File: src/rtl/rename_ckpt_if.sv
// Decode-to-rename-to-dispatch bundle for rename_ckpt, with writeback, commit and branch resolution.
// Inputs are sampled combinationally; rinstr_valid_o has no ready, and dispatch must take it the same cycle.
interface rename_ckpt_if #(
    parameter int ARCH_REGS = 32,
    parameter int PHYS_REGS = 64,
    parameter int CKPTS     = 4
);
    localparam int AW = $clog2(ARCH_REGS);
    localparam int PW = $clog2(PHYS_REGS);
    localparam int TW = (CKPTS > 1) ? $clog2(CKPTS) : 1;

    logic          dinstr_valid_i;
    logic          dinstr_is_branch_i;
    logic          dinstr_rd_valid_i;
    logic          dinstr_rs1_valid_i;
    logic          dinstr_rs2_valid_i;
    logic [AW-1:0] dinstr_rd_idx_i;
    logic [AW-1:0] dinstr_rs1_idx_i;
    logic [AW-1:0] dinstr_rs2_idx_i;
    logic          wb_valid_i;
    logic [PW-1:0] wb_idx_i;
    logic          commit_valid_i;
    logic [PW-1:0] commit_idx_i;
    logic          br_valid_i;
    logic          br_hit_i;
    logic [TW-1:0] br_tag_i;

    logic          rinstr_valid_o;
    logic          rinstr_rd_valid_o;
    logic [PW-1:0] rinstr_rd_idx_o;
    logic [PW-1:0] rinstr_rd_old_idx_o;
    logic          rinstr_rs1_valid_o;
    logic [PW-1:0] rinstr_rs1_idx_o;
    logic          rinstr_rs1_ready_o;
    logic          rinstr_rs2_valid_o;
    logic [PW-1:0] rinstr_rs2_idx_o;
    logic          rinstr_rs2_ready_o;
    logic          rinstr_br_valid_o;
    logic [TW-1:0] rinstr_br_tag_o;
    logic          rn_full_o;

    modport slave (
        input  dinstr_valid_i, dinstr_is_branch_i, dinstr_rd_valid_i,
               dinstr_rs1_valid_i, dinstr_rs2_valid_i, dinstr_rd_idx_i,
               dinstr_rs1_idx_i, dinstr_rs2_idx_i, wb_valid_i, wb_idx_i,
               commit_valid_i, commit_idx_i, br_valid_i, br_hit_i, br_tag_i,
        output rinstr_valid_o, rinstr_rd_valid_o, rinstr_rd_idx_o,
               rinstr_rd_old_idx_o, rinstr_rs1_valid_o, rinstr_rs1_idx_o,
               rinstr_rs1_ready_o, rinstr_rs2_valid_o, rinstr_rs2_idx_o,
               rinstr_rs2_ready_o, rinstr_br_valid_o, rinstr_br_tag_o, rn_full_o
    );

    modport master (
        output dinstr_valid_i, dinstr_is_branch_i, dinstr_rd_valid_i,
               dinstr_rs1_valid_i, dinstr_rs2_valid_i, dinstr_rd_idx_i,
               dinstr_rs1_idx_i, dinstr_rs2_idx_i, wb_valid_i, wb_idx_i,
               commit_valid_i, commit_idx_i, br_valid_i, br_hit_i, br_tag_i,
        input  rinstr_valid_o, rinstr_rd_valid_o, rinstr_rd_idx_o,
               rinstr_rd_old_idx_o, rinstr_rs1_valid_o, rinstr_rs1_idx_o,
               rinstr_rs1_ready_o, rinstr_rs2_valid_o, rinstr_rs2_idx_o,
               rinstr_rs2_ready_o, rinstr_br_valid_o, rinstr_br_tag_o, rn_full_o
    );
endinterface

File: src/rtl/rename_ckpt.sv
// Register rename stage: map table, free list, ready table and CKPTS branch checkpoints
// with out-of-order resolution and single-cycle mispredict recovery.
module rename_ckpt #(
    parameter int ARCH_REGS = 32,
    parameter int PHYS_REGS = 64,
    parameter int CKPTS     = 4
) (
    input  logic           clk_i,
    input  logic           rst_ni,
    rename_ckpt_if.slave   rn
);
    localparam int AW = $clog2(ARCH_REGS);
    localparam int PW = $clog2(PHYS_REGS);
    localparam int TW = (CKPTS > 1) ? $clog2(CKPTS) : 1;

    logic [PW-1:0]        map_q   [ARCH_REGS];
    logic [PW-1:0]        map_d   [ARCH_REGS];
    logic [PW-1:0]        map_post[ARCH_REGS];
    logic [PHYS_REGS-1:0] ready_q, ready_d;
    logic [PHYS_REGS-1:0] free_q, free_d;
    logic [CKPTS-1:0]     ckv_q, ckv_d;
    logic [PW-1:0]        ckmap_q [CKPTS][ARCH_REGS];
    logic [PW-1:0]        ckmap_d [CKPTS][ARCH_REGS];
    logic [PHYS_REGS-1:0] amask_q [CKPTS];
    logic [PHYS_REGS-1:0] amask_d [CKPTS];
    // dep_q[i][j] set means slot j was taken after slot i (j is younger)
    logic [CKPTS-1:0]     dep_q   [CKPTS];
    logic [CKPTS-1:0]     dep_d   [CKPTS];

    logic          rn_full, kill, accept, rd_en, br_en;
    logic          res_valid, hit, miss;
    logic [PW-1:0] alloc_p;
    logic [TW-1:0] ck_k;
    logic [PW-1:0] rs1_idx, rs2_idx;
    logic          rs1_rdy, rs2_rdy;
    logic [CKPTS-1:0] drop;

    always_comb begin : decode
        rn_full   = (free_q == '0) || (ckv_q == '1);
        kill      = rn.br_valid_i & ~rn.br_hit_i;
        accept    = rst_ni & rn.dinstr_valid_i & ~rn_full & ~kill;
        rd_en     = accept & rn.dinstr_rd_valid_i & (rn.dinstr_rd_idx_i != '0);
        br_en     = accept & rn.dinstr_is_branch_i;
        res_valid = rn.br_valid_i & ckv_q[rn.br_tag_i];
        hit       = res_valid & rn.br_hit_i;
        miss      = res_valid & ~rn.br_hit_i;
        rs1_idx   = map_q[rn.dinstr_rs1_idx_i];
        rs2_idx   = map_q[rn.dinstr_rs2_idx_i];
        rs1_rdy   = (rn.dinstr_rs1_idx_i == '0) || ready_q[rs1_idx] ||
                    (rn.wb_valid_i && (rn.wb_idx_i == rs1_idx));
        rs2_rdy   = (rn.dinstr_rs2_idx_i == '0) || ready_q[rs2_idx] ||
                    (rn.wb_valid_i && (rn.wb_idx_i == rs2_idx));
    end

    // Lowest free physical register (0 is never free) and lowest idle slot.
    always_comb begin : encoders
        alloc_p = '0;
        for (int i = PHYS_REGS - 1; i > 0; i--) begin
            if (free_q[i]) alloc_p = PW'(i);
        end
        ck_k = '0;
        for (int i = CKPTS - 1; i >= 0; i--) begin
            if (!ckv_q[i]) ck_k = TW'(i);
        end
    end

    assign rn.rinstr_valid_o      = accept;
    assign rn.rinstr_rd_valid_o   = rd_en;
    assign rn.rinstr_rd_idx_o     = alloc_p;
    assign rn.rinstr_rd_old_idx_o = map_q[rn.dinstr_rd_idx_i];
    assign rn.rinstr_rs1_valid_o  = accept & rn.dinstr_rs1_valid_i;
    assign rn.rinstr_rs1_idx_o    = rs1_idx;
    assign rn.rinstr_rs1_ready_o  = rs1_rdy;
    assign rn.rinstr_rs2_valid_o  = accept & rn.dinstr_rs2_valid_i;
    assign rn.rinstr_rs2_idx_o    = rs2_idx;
    assign rn.rinstr_rs2_ready_o  = rs2_rdy;
    assign rn.rinstr_br_valid_o   = br_en;
    assign rn.rinstr_br_tag_o     = ck_k;
    assign rn.rn_full_o           = rn_full;

    // A branch checkpoints the map including its own rd update.
    always_comb begin : map_next
        map_post = map_q;
        if (rd_en) map_post[rn.dinstr_rd_idx_i] = alloc_p;
        map_d = miss ? ckmap_q[rn.br_tag_i] : map_post;
        ckmap_d = ckmap_q;
        if (br_en) ckmap_d[ck_k] = map_post;
    end

    always_comb begin : free_ready_next
        ready_d = ready_q;
        free_d  = free_q;
        if (rn.wb_valid_i) ready_d[rn.wb_idx_i] = 1'b1;
        if (rn.commit_valid_i && (rn.commit_idx_i != '0)) begin
            free_d[rn.commit_idx_i]  = 1'b1;
            ready_d[rn.commit_idx_i] = 1'b1;
        end
        if (rd_en) begin
            free_d[alloc_p]  = 1'b0;
            ready_d[alloc_p] = 1'b0;
        end
        if (miss) begin
            free_d  = free_d | amask_q[rn.br_tag_i];
            ready_d = ready_d | amask_q[rn.br_tag_i];
        end
    end

    always_comb begin : ckpt_next
        ckv_d   = ckv_q;
        amask_d = amask_q;
        dep_d   = dep_q;
        drop    = '0;
        if (hit)  drop[rn.br_tag_i] = 1'b1;
        if (miss) begin
            drop = dep_q[rn.br_tag_i];
            drop[rn.br_tag_i] = 1'b1;
        end
        for (int i = 0; i < CKPTS; i++) begin
            if (ckv_q[i] && rd_en) amask_d[i][alloc_p] = 1'b1;
        end
        if (br_en) begin
            ckv_d[ck_k]   = 1'b1;
            amask_d[ck_k] = '0;
            dep_d[ck_k]   = '0;
            for (int i = 0; i < CKPTS; i++) begin
                if (ckv_q[i] && (TW'(i) != ck_k)) dep_d[i][ck_k] = 1'b1;
            end
        end
        // Released slots leave no trace in the others' dependency masks.
        for (int s = 0; s < CKPTS; s++) begin
            if (drop[s]) begin
                ckv_d[s]   = 1'b0;
                amask_d[s] = '0;
                dep_d[s]   = '0;
                for (int i = 0; i < CKPTS; i++) dep_d[i][s] = 1'b0;
            end
        end
    end

    always_ff @(posedge clk_i or negedge rst_ni) begin
        if (!rst_ni) begin
            for (int i = 0; i < ARCH_REGS; i++) map_q[i] <= PW'(i);
            for (int i = 0; i < PHYS_REGS; i++) free_q[i] <= (i >= ARCH_REGS);
            ready_q <= '1;
            ckv_q   <= '0;
            for (int k = 0; k < CKPTS; k++) begin
                amask_q[k] <= '0;
                dep_q[k]   <= '0;
                for (int i = 0; i < ARCH_REGS; i++) ckmap_q[k][i] <= '0;
            end
        end else begin
            map_q   <= map_d;
            free_q  <= free_d;
            ready_q <= ready_d;
            ckv_q   <= ckv_d;
            ckmap_q <= ckmap_d;
            amask_q <= amask_d;
            dep_q   <= dep_d;
        end
    end
endmodule

File: src/flat_wrapper.sv
// flat-port wrapper written by rule: the top's interface ports become plain ports
module rename_ckpt_flat 
#(
    parameter int ARCH_REGS = 32,
    parameter int PHYS_REGS = 64,
    parameter int CKPTS     = 4
)
  (clk_i, rst_ni, rn_dinstr_valid_i, rn_dinstr_is_branch_i, rn_dinstr_rd_valid_i, rn_dinstr_rs1_valid_i, rn_dinstr_rs2_valid_i, rn_dinstr_rd_idx_i, rn_dinstr_rs1_idx_i, rn_dinstr_rs2_idx_i, rn_wb_valid_i, rn_wb_idx_i, rn_commit_valid_i, rn_commit_idx_i, rn_br_valid_i, rn_br_hit_i, rn_br_tag_i, rn_rinstr_valid_o, rn_rinstr_rd_valid_o, rn_rinstr_rd_idx_o, rn_rinstr_rd_old_idx_o, rn_rinstr_rs1_valid_o, rn_rinstr_rs1_idx_o, rn_rinstr_rs1_ready_o, rn_rinstr_rs2_valid_o, rn_rinstr_rs2_idx_o, rn_rinstr_rs2_ready_o, rn_rinstr_br_valid_o, rn_rinstr_br_tag_o, rn_rn_full_o);
  rename_ckpt_if #(.ARCH_REGS(ARCH_REGS), .PHYS_REGS(PHYS_REGS), .CKPTS(CKPTS)) rn_i ();
  input  logic clk_i;
  input  logic rst_ni;
  input wire logic [$bits(rn_i.dinstr_valid_i)-1:0] rn_dinstr_valid_i;
  input wire logic [$bits(rn_i.dinstr_is_branch_i)-1:0] rn_dinstr_is_branch_i;
  input wire logic [$bits(rn_i.dinstr_rd_valid_i)-1:0] rn_dinstr_rd_valid_i;
  input wire logic [$bits(rn_i.dinstr_rs1_valid_i)-1:0] rn_dinstr_rs1_valid_i;
  input wire logic [$bits(rn_i.dinstr_rs2_valid_i)-1:0] rn_dinstr_rs2_valid_i;
  input wire logic [$bits(rn_i.dinstr_rd_idx_i)-1:0] rn_dinstr_rd_idx_i;
  input wire logic [$bits(rn_i.dinstr_rs1_idx_i)-1:0] rn_dinstr_rs1_idx_i;
  input wire logic [$bits(rn_i.dinstr_rs2_idx_i)-1:0] rn_dinstr_rs2_idx_i;
  input wire logic [$bits(rn_i.wb_valid_i)-1:0] rn_wb_valid_i;
  input wire logic [$bits(rn_i.wb_idx_i)-1:0] rn_wb_idx_i;
  input wire logic [$bits(rn_i.commit_valid_i)-1:0] rn_commit_valid_i;
  input wire logic [$bits(rn_i.commit_idx_i)-1:0] rn_commit_idx_i;
  input wire logic [$bits(rn_i.br_valid_i)-1:0] rn_br_valid_i;
  input wire logic [$bits(rn_i.br_hit_i)-1:0] rn_br_hit_i;
  input wire logic [$bits(rn_i.br_tag_i)-1:0] rn_br_tag_i;
  output wire logic [$bits(rn_i.rinstr_valid_o)-1:0] rn_rinstr_valid_o;
  output wire logic [$bits(rn_i.rinstr_rd_valid_o)-1:0] rn_rinstr_rd_valid_o;
  output wire logic [$bits(rn_i.rinstr_rd_idx_o)-1:0] rn_rinstr_rd_idx_o;
  output wire logic [$bits(rn_i.rinstr_rd_old_idx_o)-1:0] rn_rinstr_rd_old_idx_o;
  output wire logic [$bits(rn_i.rinstr_rs1_valid_o)-1:0] rn_rinstr_rs1_valid_o;
  output wire logic [$bits(rn_i.rinstr_rs1_idx_o)-1:0] rn_rinstr_rs1_idx_o;
  output wire logic [$bits(rn_i.rinstr_rs1_ready_o)-1:0] rn_rinstr_rs1_ready_o;
  output wire logic [$bits(rn_i.rinstr_rs2_valid_o)-1:0] rn_rinstr_rs2_valid_o;
  output wire logic [$bits(rn_i.rinstr_rs2_idx_o)-1:0] rn_rinstr_rs2_idx_o;
  output wire logic [$bits(rn_i.rinstr_rs2_ready_o)-1:0] rn_rinstr_rs2_ready_o;
  output wire logic [$bits(rn_i.rinstr_br_valid_o)-1:0] rn_rinstr_br_valid_o;
  output wire logic [$bits(rn_i.rinstr_br_tag_o)-1:0] rn_rinstr_br_tag_o;
  output wire logic [$bits(rn_i.rn_full_o)-1:0] rn_rn_full_o;
  assign rn_i.dinstr_valid_i = rn_dinstr_valid_i;
  assign rn_i.dinstr_is_branch_i = rn_dinstr_is_branch_i;
  assign rn_i.dinstr_rd_valid_i = rn_dinstr_rd_valid_i;
  assign rn_i.dinstr_rs1_valid_i = rn_dinstr_rs1_valid_i;
  assign rn_i.dinstr_rs2_valid_i = rn_dinstr_rs2_valid_i;
  assign rn_i.dinstr_rd_idx_i = rn_dinstr_rd_idx_i;
  assign rn_i.dinstr_rs1_idx_i = rn_dinstr_rs1_idx_i;
  assign rn_i.dinstr_rs2_idx_i = rn_dinstr_rs2_idx_i;
  assign rn_i.wb_valid_i = rn_wb_valid_i;
  assign rn_i.wb_idx_i = rn_wb_idx_i;
  assign rn_i.commit_valid_i = rn_commit_valid_i;
  assign rn_i.commit_idx_i = rn_commit_idx_i;
  assign rn_i.br_valid_i = rn_br_valid_i;
  assign rn_i.br_hit_i = rn_br_hit_i;
  assign rn_i.br_tag_i = rn_br_tag_i;
  assign rn_rinstr_valid_o = rn_i.rinstr_valid_o;
  assign rn_rinstr_rd_valid_o = rn_i.rinstr_rd_valid_o;
  assign rn_rinstr_rd_idx_o = rn_i.rinstr_rd_idx_o;
  assign rn_rinstr_rd_old_idx_o = rn_i.rinstr_rd_old_idx_o;
  assign rn_rinstr_rs1_valid_o = rn_i.rinstr_rs1_valid_o;
  assign rn_rinstr_rs1_idx_o = rn_i.rinstr_rs1_idx_o;
  assign rn_rinstr_rs1_ready_o = rn_i.rinstr_rs1_ready_o;
  assign rn_rinstr_rs2_valid_o = rn_i.rinstr_rs2_valid_o;
  assign rn_rinstr_rs2_idx_o = rn_i.rinstr_rs2_idx_o;
  assign rn_rinstr_rs2_ready_o = rn_i.rinstr_rs2_ready_o;
  assign rn_rinstr_br_valid_o = rn_i.rinstr_br_valid_o;
  assign rn_rinstr_br_tag_o = rn_i.rinstr_br_tag_o;
  assign rn_rn_full_o = rn_i.rn_full_o;
  rename_ckpt #(.ARCH_REGS(ARCH_REGS), .PHYS_REGS(PHYS_REGS), .CKPTS(CKPTS)) u_core (.clk_i(clk_i), .rst_ni(rst_ni), .rn(rn_i));
endmodule
File: config.mk
export PLATFORM = sky130hd
export DESIGN_NAME = rename_ckpt_flat
export DESIGN_NICKNAME = d
export VERILOG_FILES = /design/src/rtl/rename_ckpt_if.sv /design/src/rtl/rename_ckpt.sv /design/src/flat_wrapper.sv
export SDC_FILE = /design/constraint.sdc
export NUM_CORES = 2
export LEC_CHECK = 0
export ABC_AREA = 1
export ABC_CLOCK_PERIOD_IN_PS = 4300
export CAP_MARGIN = 20
export CORE_UTILIZATION = 45
export DETAILED_ROUTE_END_ITERATION = 8
export HOLD_SLACK_MARGIN = 0.12
export PLACE_DENSITY_LB_ADDON = 0.1
export SYNTH_ARGS = -nofsm -noshare
export SYNTH_HDL_FRONTEND = slang
export SYNTH_SLANG_ARGS = --single-unit
File: constraint.sdc
create_clock -name clk_i -period 4.3 [get_ports clk_i]
set_input_delay 0.645 -clock clk_i [delete_from_list [all_inputs] [get_ports clk_i]]
set_output_delay 0.645 -clock clk_i [all_outputs]
set_load 0.03 [all_outputs]
# Word level (Yosys, flattened, before mapping)
# Cells that the tools add are included.
[classes] reduce_logical=39 n_bitwise=42 magnitude_cmp=19 muxes=157 n_eq_ne=6
[ops] cell="64-bit two-way mux" count=18
[ops] cell="192-bit two-way mux" count=5
[ops] cell="768-bit bitwise mux" count=1
[ops] cell="64-bit OR" count=9
[ops] cell="6-bit two-way mux" count=70
[ops] cell="192-bit binary-select mux with 2-bit select" count=1
[ops] cell="192-bit demux with 2-bit select" count=1
[ops] cell="256-bit AND" count=1
[ops] cell="256-bit two-way mux" count=1
[ops] cell="256-bit inverter" count=1
[ops] cell="192-bit bitwise mux" count=1
[ops] cell="64-bit AND" count=2
[ops] cell="64-bit binary-select mux with 2-bit select" count=1
[ops] cell="64-bit demux with 2-bit select" count=1
[ops] cell="6-bit binary-select mux with 5-bit select" count=3
[ops] cell="64-bit logical NOT" count=1
[ops] cell="64-bit inverter" count=1
[ops] cell="4-bit two-way mux" count=14
[ops] cell="6-bit by 7-bit < comparator with 1-bit output, second input constant" count=5
[ops] cell="6-bit demux with 5-bit select" count=1
[ops] cell="1-bit two-way mux" count=24
[ops] cell="4-bit OR" count=6
[ops] cell="1-bit demux with 6-bit select" count=3
[ops] cell="6-bit by 1-bit greater-or-equal comparator with 1-bit output, second input constant" count=3
[ops] cell="30 further kinds" count=89
[totals] output_inout_bits=34 reg_bits=1364 inputBits=40 elab_cells=449

# Depth between registers and ports, before layout
[depth] ltp_word=72 ltp_mapped=68 mapped_depth_nobuf=67

# Least setup slack after synthesis
# No wires, ideal clock.
[synth_timing] kind="register -> register" start="register u_core.free_q[63]" end="register u_core.amask_q[11] in the netlist's numbering" arrival_ps=4543 stages_incl_launch_ff=19 setup_time_ps=132 path_slack_ps=-374 n_path_buf=3 t_required_ps=4168 cell_sequence="dfstp_2 nor2_1 inv_1 nor3_1 nand2_1 nor3_1 inv_1 nor2_1 nand2_1 o21ai_0 nor4_1 nand2_1 nor2_1 clkinv_1 clkbuf_1 nand2_1 clkbuf_1 clkbuf_1 nor2_1"
[synth_lines] item="from (decl)" line_no="rename_ckpt.sv:20" text="logic [PHYS_REGS-1:0] free_q, free_d;"
[synth_lines] item="from (signal assigned)" line_no="rename_ckpt.sv:153" text="free_q <= free_d;"
[synth_lines] item="to (signal assigned)" line_no="rename_ckpt.sv:157" text="amask_q <= amask_d;"
[synth_lines] item="to (decl)" line_no="rename_ckpt.sv:24" text="logic [PHYS_REGS-1:0] amask_q [CKPTS];"

# Worst setup path in the final report
[layout_timing] start="register u_core.free_q[62]" end="output port rn_rinstr_rd_idx_o[0]"
[layout_via] elab_chain_len=62
[layout_rtl] item="6-bit two-way mux (62 in series)" line_no="rename_ckpt.sv:59" text="if (free_q[i]) alloc_p = PW'(i);"
[layout_rtl] item="to (decl)" line_no="flat_wrapper.sv:29" text="output wire logic [$bits(rn_i.rinstr_rd_idx_o)-1:0] rn_rinstr_rd_idx_o;"
# Every way passes these cells.

==> key figures <==
Synth
  • Synth Flop Type: dfrtp_1
  • Syn Nets: 8348
  • Post-synth top area cell: dfrtp_1
  • Post-Syn Instances: roughly 8300
  • Post-Syn Area: between 0.06 and 0.07 mm2
  • Post-synth cell types: 41
  • Syn Area/Cell: around 8 um2
  • Register area share after synthesis: 0.519
  • Post-synth EDFFs: 0
  • Synth async-reset ratio: 1.00
  • Yosys warning count: 0
  • Largest cells by area after synthesis: dfrtp_1 (45%), o21ai_0 (12%), nand2_1 (11%)
  • Number of synthesized register bits: ~1400
  • Synth top area share: 0.449

Run
  • Max_cap viols: 0

Detailed routing
  • Final ANT Viol Nets: 0
  • Via Count: 62539
  • Overall routed net length: ~260 mm
  • Detailed Routing Iterations Pass 1: 6
  • Initial DRC count: 7596
  • DR vias/cell: between 5 and 6
  • Post-route DRC: 0
  • DR WL/cell: 24.3 um

Cells and area
  • Area grow syn2layout: 18.9%
  • Most frequent cells in the layout: nand2_1 (1971), o21ai_0 (1523), dfrtp_1 (1184), inv_1 (610), nor2_1 (566)
  • Most common cell after layout, fill and taps aside: nand2_1
  • Share of layout cells above drive strength 1: 0.132
  • Nets: approximately 8500

CTS
  • H-tree levels: 4
  • CTS max path bufs: 3
  • TritonCTS clock tree: built
  • Later-pin clock latency in the skew report: around 810 ps
  • Clock-pin slew on the worst setup and hold paths: about 60 ps
  • TritonCTS buffer count: about 150
  • Clk root buf: clkbuf_16
  • CTS Sinks: approximately 1400

Critical path
  • Crit start category: flip-flop
  • Crit-path max FO: 2
  • Crit path arrival time: roughly 4700 ps
  • CP max-delay cell: dfstp_2
  • CP Capture Type: output port
  • Worst Setup Path Type: reg -> out
  • CP dominant cell by count: nand2_1
  • WP data required: 3650 ps
  • Critical path's largest stage delay: between 500 and 600 ps

Timing
  • Fin. max-slew vios: 0
  • Post-route clock skew: around 53 ps
  • Final cycle utilization of the critical path: 1.25
  • Final setup fails: 550
  • Measured slew at the worst slew-check pin: 1080 ps
  • Tmin final: around 5400 ps
  • Rel. slew slack: 0.274
  • Final Hold Vio Count: 0
  • Max Clock Freq: between 0.15 and 0.2 GHz
  • Setup repair after global routing missed its margin: yes
  • PnR worst setup slack: -1080 ps

Min path
  • Hold WC Path Type: reg -> reg

Power
  • Pwr Density: roughly 580 mW/mm2
  • Peak supply drop: ~0.36 mV
  • P_leak: roughly 35 nW
  • Pwr Total: 0.0452 W

Floorplanning
  • Cell Rows: 140
  • Io pins: 74
  • Core area: ~0.15 mm2
  • Full die area: between 0.1 and 0.15 mm2
  • Initial Utilization: 0.453
  • Die Height: approximately 390 um
  • Die Wd: between 300 and 400 um

Global routing
  • Initial antenna violation count: 1
  • GRT Util Overall: 0.343
  • First-pass GRT wire length: around 380 mm
  • Number of global-route vias before repair: approximately 58000
  • Remaining Overflow, GRT: 0
  • Largest net degree at the start of global routing: between 150 and 200

Place
  • GPL Wtd Cong: a little over 1
  • IO buf count: between 70 and 80
  • HPWL after DPL: about 170 mm
  • Post-place setup slack: -593 ps

Status
  • Violated checks: negative setup slack
  • Run status: finished with violations
## per-stage QoR
| stage | utilization | instance area [um2] | hold WS (ps) | cells | TNS [ps] |
|---|---|---|---|---|---|
| floorplan | - | 66100 | 349 | 8308 | 0 |
| global placement | 0.498 | 72500 | 464 | 10228 | -205890 |
| detailed placement | 0.498 | 72500 | 472 | 10229 | -133400 |
| CTS | 0.536 | 78100 | 487 | 10529 | -165490 |
| global route | 0.539 | 78500 | 498 | 10546 | -599750 |
| finish | 0.539 | 78500 | 482 | 10549 | -225580 |
## path summary, 6_finish.rpt
kind / start / endpoint / slack [ps] / cells past startpoint
worst max-delay path: u_core.free_q[62] / rn_rinstr_rd_idx_o[0] / -1080 / 64
worst min register to register: u_core.ckmap_q[682] / u_core.ckmap_q[682] / 480 / 2
worst max register to register: u_core.free_q[62] / u_core.amask_q[77] / -670 / 71
min in group asynchronous: rst_ni / u_core.ckmap_q[43] / 610 / 3
worst min-delay path: u_core.ckmap_q[682] / u_core.ckmap_q[682] / 480 / 2
max in group asynchronous: rst_ni / u_core.map_q[112] / 1130 / 5
## worst max-delay path, delay by kind of cell (launching register included)
| family | cells | cell delay [ps] |
|---|---|---|
| buf+inv | 2 | 220 |
| flops | 1 | 540 |
| simple gates | 62 | 3150 |
## cell type report
type,count,area (um2)
fill,13881,67200
sequential,1360,34300
multi-input combinational,5722,27700
timing repair buffer,624,6590
clock buffer,232,4530
inverter,636,2430
tap,1917,2400
clock inverter,55,662
antenna,3,7.51
## logic make-up after synthesis
family,Yosys count,synth area share
compound gates,2535,0.212
simple gates,3178,0.197
mux,6,0.000909
xor+xnor,3,0.000398
flops,1360,0.519
buf+inv,1226,0.0709
## metal layers
layer  up-vias  wire [um]  global-route usage
met5         -         90             0.00422
met4         2       7040              0.0943
met3       387      26700              0.0800
met2      3093     105000               0.474
met1     30681     118000               0.528
li1      28376          -                   -
## cells in the mapped netlist, drive strengths merged (55+ instances only)
cell,n
o21ai,1576
dfstp,176
nand4,190
o22ai,206
a22o,71
a21oi,381
dfrtp,1184
o211ai,55
a22oi,196
nand3,360
inv,625
clkbuf,536
nand2,1989
nor2,589
## registers in the layout, indices dropped and copies added (netlist names)
| name | count |
|---|---|
| u_core.amask_q | 256 |
| u_core.ckmap_q | 768 |
| u_core.ckv_q | 4 |
| u_core.dep_q | 12 |
| u_core.free_q | 64 |
| u_core.map_q | 192 |
| u_core.ready_q | 64 |
## what timing repair did
action	in CTS	in global routing
hold buffers	1	0
resized for setup	70	80
pin swaps	15	14
setup endpoints to repair	594	700
endpoints found under the hold margin	203	0
buffers inserted	11	14
cloned	3	3
## where the power goes
part / switching, W / internal, W
Clock: 0.00560 / 0.00786
Sequential: 0.00237 / 0.0165
Combinational: 0.00825 / 0.00455
Total: 0.0162 / 0.0290
No activity file was read; power rests on OpenSTA's default activity.
